### src/rtl/rvv_backend_rob_byp_track_pkg.sv
// rtl/rvv_backend_rob_byp_track_pkg.sv - shared backend types for ROB bypass tracking
`ifndef ROB_DEPTH
`define ROB_DEPTH 8
`endif
`ifndef VLENB
`define VLENB 16
`endif

package rvv_backend_rob_byp_track_pkg;

    localparam int TRK_ROB_DEPTH = `ROB_DEPTH;
    localparam int TRK_VLENB     = `VLENB;

    typedef enum logic [1:0] {
        BODY_ACTIVE   = 2'd0,
        BODY_INACTIVE = 2'd1,
        TAIL          = 2'd2,
        NOT_CHANGE    = 2'd3
    } BYTE_TYPE_t;

    typedef struct packed {
        logic [8*TRK_VLENB-1:0]           w_data;
        BYTE_TYPE_t [TRK_VLENB-1:0]       byte_type;
        logic                             inactive_one;
        logic                             tail_one;
    } ROB_BYP_t;

    typedef struct packed {
        logic [TRK_ROB_DEPTH-1:0] vs1_hit;
        logic [TRK_ROB_DEPTH-1:0] vs2_hit;
        logic [TRK_ROB_DEPTH-1:0] vd_hit;
        logic [TRK_ROB_DEPTH-1:0] v0_hit;
    } RAW_UOP_ROB_t;

    typedef struct packed {
        logic                             vld;
        logic                             done;
        logic                             vd_valid;
        logic [4:0]                       vd_index;
        logic [8*TRK_VLENB-1:0]           w_data;
        BYTE_TYPE_t [TRK_VLENB-1:0]       byte_type;
        logic                             inactive_one;
        logic                             tail_one;
    } ROB_TRK_SLOT_t;

endpackage

### src/rtl/rvv_backend_youngest_match.sv
// rtl/rvv_backend_youngest_match.sv - youngest matching slot in age order from head
module rvv_backend_youngest_match
    import rvv_backend_rob_byp_track_pkg::*;
#(
    parameter int DEPTH = TRK_ROB_DEPTH,
    parameter int PTR_W = $clog2(DEPTH)
) (
    input  logic [DEPTH-1:0] i_match,
    input  logic [PTR_W-1:0] i_head,
    input  logic [DEPTH-1:0] i_done,
    output logic [DEPTH-1:0] o_onehot,
    output logic             o_pending
);

    logic             w_found;
    logic [PTR_W-1:0] w_sel;
    logic [PTR_W-1:0] w_idx;

    // Walk from head toward tail; the last match seen is the youngest.
    always_comb begin
        w_found   = 1'b0;
        w_sel     = '0;
        w_idx     = '0;
        for (int k = 0; k < DEPTH; k++) begin
            w_idx = i_head + PTR_W'(k);
            if (i_match[w_idx]) begin
                w_found = 1'b1;
                w_sel   = w_idx;
            end
        end
        o_onehot = '0;
        if (w_found && i_done[w_sel])
            o_onehot[w_sel] = 1'b1;
        o_pending = w_found & ~i_done[w_sel];
    end

endmodule

### src/rtl/rvv_backend_rob_byp_track.sv
// rtl/rvv_backend_rob_byp_track.sv - in-flight uop tracker feeding dispatch bypass and RAW stall
module rvv_backend_rob_byp_track
    import rvv_backend_rob_byp_track_pkg::*;
#(
    parameter int ROB_DEPTH = `ROB_DEPTH,
    parameter int VLENB     = `VLENB,
    parameter int PTR_W     = $clog2(ROB_DEPTH)
) (
    input  logic                         clk,
    input  logic                         rst_n,
    input  logic                         flush,
    input  logic                         alloc_valid,
    output logic                         alloc_ready,
    input  logic                         alloc_vd_valid,
    input  logic [4:0]                   alloc_vd_index,
    output logic [PTR_W-1:0]             alloc_rob_idx,
    input  logic                         wb_valid,
    input  logic [PTR_W-1:0]             wb_rob_idx,
    input  logic [8*VLENB-1:0]           wb_data,
    input  BYTE_TYPE_t [VLENB-1:0]       wb_byte_type,
    input  logic                         wb_inactive_one,
    input  logic                         wb_tail_one,
    output logic                         retire_valid,
    input  logic                         retire_ready,
    output logic                         retire_vd_valid,
    output logic [4:0]                   retire_vd_index,
    output logic [8*VLENB-1:0]           retire_data,
    output BYTE_TYPE_t [VLENB-1:0]       retire_byte_type,
    input  logic                         q_vs1_valid,
    input  logic [4:0]                   q_vs1_index,
    input  logic                         q_vs2_valid,
    input  logic [4:0]                   q_vs2_index,
    input  logic                         q_vd_valid,
    input  logic [4:0]                   q_vd_index,
    input  logic                         q_v0_valid,
    output ROB_BYP_t                     rob_byp [ROB_DEPTH],
    output RAW_UOP_ROB_t                 raw_uop_rob,
    output logic                         raw_stall
);

    ROB_TRK_SLOT_t      r_slot [ROB_DEPTH];
    logic [PTR_W:0]     r_head;
    logic [PTR_W:0]     r_tail;

    logic [PTR_W-1:0]   w_head;
    logic [PTR_W-1:0]   w_tail;
    logic               w_full;
    logic               w_alloc_fire;
    logic               w_retire_fire;
    logic [ROB_DEPTH-1:0] w_done;
    logic [ROB_DEPTH-1:0] w_match [4];
    logic [ROB_DEPTH-1:0] w_hit   [4];
    logic [3:0]         w_pend;
    logic [3:0]         w_q_valid;
    logic [4:0]         w_q_index [4];

    assign w_head        = r_head[PTR_W-1:0];
    assign w_tail        = r_tail[PTR_W-1:0];
    assign w_full        = (w_head == w_tail) && (r_head[PTR_W] != r_tail[PTR_W]);
    assign alloc_ready   = ~w_full;
    assign alloc_rob_idx = w_tail;
    assign w_alloc_fire  = alloc_valid & ~w_full;
    assign retire_valid  = r_slot[w_head].vld & r_slot[w_head].done;
    assign w_retire_fire = retire_valid & retire_ready;

    assign retire_vd_valid  = r_slot[w_head].vd_valid;
    assign retire_vd_index  = r_slot[w_head].vd_index;
    assign retire_data      = r_slot[w_head].w_data;
    assign retire_byte_type = r_slot[w_head].byte_type;

    // Retire is applied last so it wins if a late writeback hits the retiring slot.
    always_ff @(posedge clk or negedge rst_n) begin
        if (!rst_n) begin
            r_head <= '0;
            r_tail <= '0;
            for (int i = 0; i < ROB_DEPTH; i++)
                r_slot[i] <= '0;
        end else if (flush) begin
            r_head <= '0;
            r_tail <= '0;
            for (int i = 0; i < ROB_DEPTH; i++)
                r_slot[i] <= '0;
        end else begin
            if (wb_valid && r_slot[wb_rob_idx].vld) begin
                r_slot[wb_rob_idx].done         <= 1'b1;
                r_slot[wb_rob_idx].w_data       <= wb_data;
                r_slot[wb_rob_idx].byte_type    <= wb_byte_type;
                r_slot[wb_rob_idx].inactive_one <= wb_inactive_one;
                r_slot[wb_rob_idx].tail_one     <= wb_tail_one;
            end
            if (w_alloc_fire) begin
                r_slot[w_tail].vld      <= 1'b1;
                r_slot[w_tail].done     <= 1'b0;
                r_slot[w_tail].vd_valid <= alloc_vd_valid;
                r_slot[w_tail].vd_index <= alloc_vd_index;
                r_tail                  <= r_tail + (PTR_W+1)'(1);
            end
            if (w_retire_fire) begin
                r_slot[w_head] <= '0;
                r_head         <= r_head + (PTR_W+1)'(1);
            end
        end
    end

    assign w_q_valid    = {q_v0_valid, q_vd_valid, q_vs2_valid, q_vs1_valid};
    assign w_q_index[0] = q_vs1_index;
    assign w_q_index[1] = q_vs2_index;
    assign w_q_index[2] = q_vd_index;
    assign w_q_index[3] = 5'd0;

    always_comb begin
        for (int s = 0; s < 4; s++)
            w_match[s] = '0;
        w_done = '0;
        for (int i = 0; i < ROB_DEPTH; i++) begin
            w_done[i] = r_slot[i].done;
            for (int s = 0; s < 4; s++)
                w_match[s][i] = r_slot[i].vld & r_slot[i].vd_valid & w_q_valid[s]
                              & (r_slot[i].vd_index == w_q_index[s]);
        end
    end

    for (genvar s = 0; s < 4; s++) begin : g_src
        rvv_backend_youngest_match #(
            .DEPTH (ROB_DEPTH),
            .PTR_W (PTR_W)
        ) u_youngest (
            .i_match   (w_match[s]),
            .i_head    (w_head),
            .i_done    (w_done),
            .o_onehot  (w_hit[s]),
            .o_pending (w_pend[s])
        );
    end

    assign raw_uop_rob.vs1_hit = w_hit[0];
    assign raw_uop_rob.vs2_hit = w_hit[1];
    assign raw_uop_rob.vd_hit  = w_hit[2];
    assign raw_uop_rob.v0_hit  = w_hit[3];
    assign raw_stall           = |w_pend;

    always_comb begin
        for (int i = 0; i < ROB_DEPTH; i++) begin
            rob_byp[i].w_data       = r_slot[i].w_data;
            rob_byp[i].byte_type    = r_slot[i].byte_type;
            rob_byp[i].inactive_one = r_slot[i].inactive_one;
            rob_byp[i].tail_one     = r_slot[i].tail_one;
        end
    end

endmodule

### config.mk
export PLATFORM = sky130hd
export DESIGN_NAME = rvv_backend_rob_byp_track
export DESIGN_NICKNAME = d
export VERILOG_FILES = /design/src/rtl/rvv_backend_rob_byp_track_pkg.sv /design/src/rtl/rvv_backend_youngest_match.sv /design/src/rtl/rvv_backend_rob_byp_track.sv
export SDC_FILE = /design/constraint.sdc
export NUM_CORES = 2
export LEC_CHECK = 0
export CORE_AREA = 2 2 670 672
export DETAILED_ROUTE_END_ITERATION = 8
export DIE_AREA = 0 0 672 674
export PLACE_DENSITY = 0.43
export SYNTH_ARGS = -nofsm -noshare
export SYNTH_HDL_FRONTEND = slang
export SYNTH_SLANG_ARGS = --single-unit
export TNS_END_PERCENT = 50
### constraint.sdc
create_clock -name clk -period 8.55 [get_ports clk]
set_input_delay 2.565 -clock clk [delete_from_list [all_inputs] [get_ports clk]]
set_output_delay 2.565 -clock clk [all_outputs]
set_load 0.02 [all_outputs]
==> flow_metrics.py <==
metrics = {
    "power_and_ir_drop": {
        "ir_drop_mv": 0.147,
        "power_mw": 15.6,
        "cellPowerDensity_nw_per_um2": 149,
        "leakagePower_nw": 39.4,
    },
    "sta": {
        "rsz0062_at_grt": "yes",
        "finalHoldViolCount": 0,
        "setup_ws_ns": -0.353,
        "fin_skew_ns": 0.0436,
        "fin_crit_sh_pct": 104,
        "tns_ns": -1.30,
        "fmax_ghz": 0.112,
        "worst_slew_pin_slew_ns": 1.40,
        "maxSlewViolCount": 0,
        "max_slew_margin_pct": 6.36,
        "period_minus_slack_ns": 8.90,
        "finalSetupViolations": 11,
    },
    "cells_and_area": {
        "nFillCells": 48500,
        "finalNonFillerCells": 15800,
        "areaGrowthSynthToFinish_pct": 29.2,
        "multi_input_area_um2": 35200,
        "drive_gt1_share_pct": 14.4,
        "fin_nets": 9873,
        "regArea_um2": 34200,
    },
    "yosys": {
        "synth_compound_area_share_pct": 10.9,
        "muxShareOfSynthArea_pct": 11.0,
        "synth_nets": 9643,
        "yosys.area_share.simple_pct": 18.2,
        "yosysWarnings": 0,
        "synth_top_family_by_area": "simple AND/OR/NAND/NOR gates",
        "synth_edf_count": 0,
        "syn_inst": 9440,
        "ys_seq_elements": 1368,
        "synth_cell_type_count": 92,
        "async_flop_share_pct": 100,
        "synthXorXnorAreaFrac_pct": 1.47,
        "synthFlopType": "dfrtp_1",
        "synthAdderAreaFrac_pct": 0.108,
        "synth_area_um2": 81100,
        "seq_area_frac_synth_pct": 42.2,
        "syn_avg_cell_area_um2": 8.59,
    },
    "worst_setup_path": {
        "cp_common_cell": "buf_12",
        "path_cells": "buf_8, xor2_4, or4b_4, o32a_1, mux4_2, buf_12, nand2b_1, a31oi_1, a31oi_4, buf_4, mux4_1, mux2_4, nand4_1, buf_12",
        "slowest_delay_ns": 0.59,
        "crit_required_ns": 5.99,
        "critPathSlowestCell": "or4b_4",
        "cp_top_family": "multiplexers",
        "critPathBufInv": 4,
        "arrival_ns": 6.34,
        "worst_setup_path_start_kind": "primary input",
        "crit_fanout": 5,
        "critical_path_class": "primary input to primary output",
        "endpoint_kind": "primary output",
    },
    "grt": {
        "grt_max_degree": 149,
        "globalRouteOverflowTotal": 0,
        "grt_pass1_vias": 70000,
        "grtUsageTotal_pct": 22.4,
        "antenna_found_initial": 56,
        "grt_first_pass_wirelength_um": 698000,
    },
    "hold_path": {
        "min-delay-path-class": "register to register",
    },
    "floorplan": {
        "die_w_um": 672,
        "ios": 1696,
        "dieArea_um2": 453000,
        "die_h_um": 674,
        "core-area_um2": 447000,
        "start_util_pct": 18.2,
        "rows": 246,
    },
    "clock_network": {
        "clock_sinks": 1368,
        "cts_htree_levels": 4,
        "clkTransAtPathRegs_ns": 0.06,
        "cts-buffers-inserted": 183,
        "hold_buffers": 0,
        "clockRootBuffer": "clkbuf_16",
        "cts_tree": "yes",
        "clk_path_buf_depth": 4,
        "clk_latency_ns": 0.87,
    },
    "drt": {
        "routed-via-count": 72400,
        "wl_per_cell_um": 33.5,
        "drc": 0,
        "dr.pass1.iters": 9,
        "vias_per_cell": 4.58,
        "postRouteAntennaNets": 0,
        "routed_wl_um": 529000,
        "detail_route.iter0.violations": 7369,
    },
    "run_status": {
        "outcome": "finished, violations left",
        "violations": "setup timing",
    },
    "placement": {
        "placement.io_buffers": 1695,
        "gp_congestion": 0.960,
        "dpl.cell_count": 15400,
        "detailedPlacementHpwl_um": 384000,
    },
    "job": {
        "drv_cap": 0,
    },
}
[synth_stat cells, types with 8 or more instances]
master,number,area [um^2]
dfrtp_1,1368,34200
a21o_1,10,75.1
o31ai_1,15,113
a211oi_1,18,135
clkbuf_1,630,2360
nand3_1,73,365
nor2b_1,15,93.8
xor2_1,40,350
and2_1,18,113
o32ai_1,28,245
buf_2,31,155
a21oi_1,1340,6710
nor2_1,161,604
mux4_2,356,8020
nand4_1,48,300
mux2i_1,73,731
o21ai_0,35,175
buf_1,179,672
buf_4,1303,9780
or3_1,16,100
inv_1,22,82.6
or4_1,13,97.6
and3_1,10,62.6
nand2b_1,16,100
nand2_1,3204,12000
nor4_1,17,106
mux2_2,12,135
a22oi_1,11,82.6
o211ai_1,11,82.6
nor3_1,85,425
o2111ai_1,9,78.8
o211a_1,8,80.1
xnor2_1,96,841
a31oi_1,9,56.3
o32a_1,13,130
[cell usage in the layout (no fill, tap or decap), types with 20 or more instances in the layout]
| master | Yosys | layout |
|---|---|---|
| nor2_1 | 161 | 148 |
| clkbuf_8 | 0 | 39 |
| nand4_1 | 48 | 48 |
| nand2_1 | 3204 | 3199 |
| buf_4 | 1303 | 431 |
| clkdlybuf4s50_1 | 0 | 1641 |
| xor2_1 | 40 | 25 |
| mux2i_1 | 73 | 71 |
| a21oi_1 | 1340 | 1329 |
| nor3_2 | 0 | 20 |
| nor3_1 | 85 | 64 |
| buf_12 | 0 | 71 |
| o21ai_0 | 35 | 28 |
| dfrtp_1 | 1368 | 1365 |
| clkbuf_16 | 0 | 185 |
| diode_2 | 0 | 37 |
| xnor2_1 | 96 | 80 |
| clkbuf_1 | 630 | 49 |
| mux4_2 | 356 | 356 |
| buf_6 | 3 | 20 |
| nand3_1 | 73 | 65 |
| inv_1 | 22 | 20 |
[area by class of cell]
cell class / instances / area share (%)
repair buffers: 2192 / 20.6
well taps: 5952 / 7.11
clock buffers: 273 / 5.11
inverters: 24 / 0.0932
clock inverters: 50 / 0.682
multi-input cells: 5901 / 33.6
flip-flops and latches: 1368 / 32.7
diodes: 37 / 0.0884
[sequential cells by signal, indices dropped and copies added, names as in the netlist]
register,flops
r_head,4
r_slot,64
r_tail,4
rob_byp,1296
[power by group]
part | internal [mW] | leakage [nW] | switching [mW]
clock | 4.70 | 2.95 | 3.36
sequential | 6.50 | 19.1 | 0.0431
combinational | 0.266 | 17.4 | 0.709
total | 11.5 | 39.4 | 4.11
[per-layer routing]
layer	track usage, %	vias up	wire length, um
li1	-	30500	-
met3	5.40	830	39500
met4	16.2	16	45800
met5	0	-	112
met1	25.3	37600	194000
met2	37.1	3418	250000
[through the flow]
| step | hold WS, ns | cell area [um^2] | util [%] | setup WS, ns |
|---|---|---|---|---|
| 4_1_cts | 0.523 | 104000 | 23.3 | -0.344 |
| 3_3_place_gp | 0.511 | 96900 | 21.7 | -1.16 |
| 2_1_floorplan | 0.500 | 81100 | - | -0.116 |
| 6_report | 0.521 | 105000 | 23.5 | -0.353 |
| 3_5_place_dp | 0.515 | 96900 | 21.7 | -1.16 |
| 5_1_grt | 0.542 | 105000 | 23.5 | -0.449 |
[path summary, 6_finish.rpt]
check | to | slack, ns | from | cells past startpoint
max | raw_stall | -0.35 | q_vs2_index[2] | 14
min | rob_byp[486] | 0.52 | rob_byp[486] | 2
max reg2reg | rob_byp[779] | 3.79 | r_head[2] | 8
min reg2reg | rob_byp[486] | 0.52 | rob_byp[486] | 2
max in group asynchronous | rob_byp[449] | 4.97 | rst_n | 3
min in group asynchronous | rob_byp[844] | 1.61 | rst_n | 1
[worst reg2reg max path: stages (launching register included)]
cell and delay (ns):
dfrtp_4 0.72, inv_8 0.45, buf_4 0.58, mux4_2 0.53
nand2_1 0.18, nor2_1 0.40, a21o_4 0.78, buf_4 0.75
a21oi_1 0.22
[cell families (layout without fill, tap and decap cells)]
| family | count (synthesis) | count (layout) |
|---|---|---|
| buffers and inverters | 2171 | 2539 |
| AOI/OAI and AO/OA | 1597 | 1597 |
| xor gates and xnor gates | 136 | 136 |
| other | 0 | 37 |
| adders and majority gates | 7 | 7 |
| muxes | 442 | 442 |
| DFF | 1368 | 1368 |
| and+or+nand+nor | 3719 | 3719 |
[repair_timing]
| action | in CTS | in global routing |
|---|---|---|
| gates resized for setup | 244 | 144 |
| gates cloned | 2 | 0 |
| pin swaps | 61 | 44 |
| buffers inserted | 32 | 17 |
| endpoints found under the setup margin | 33 | 33 |
Power figures use the tool's default switching activity.
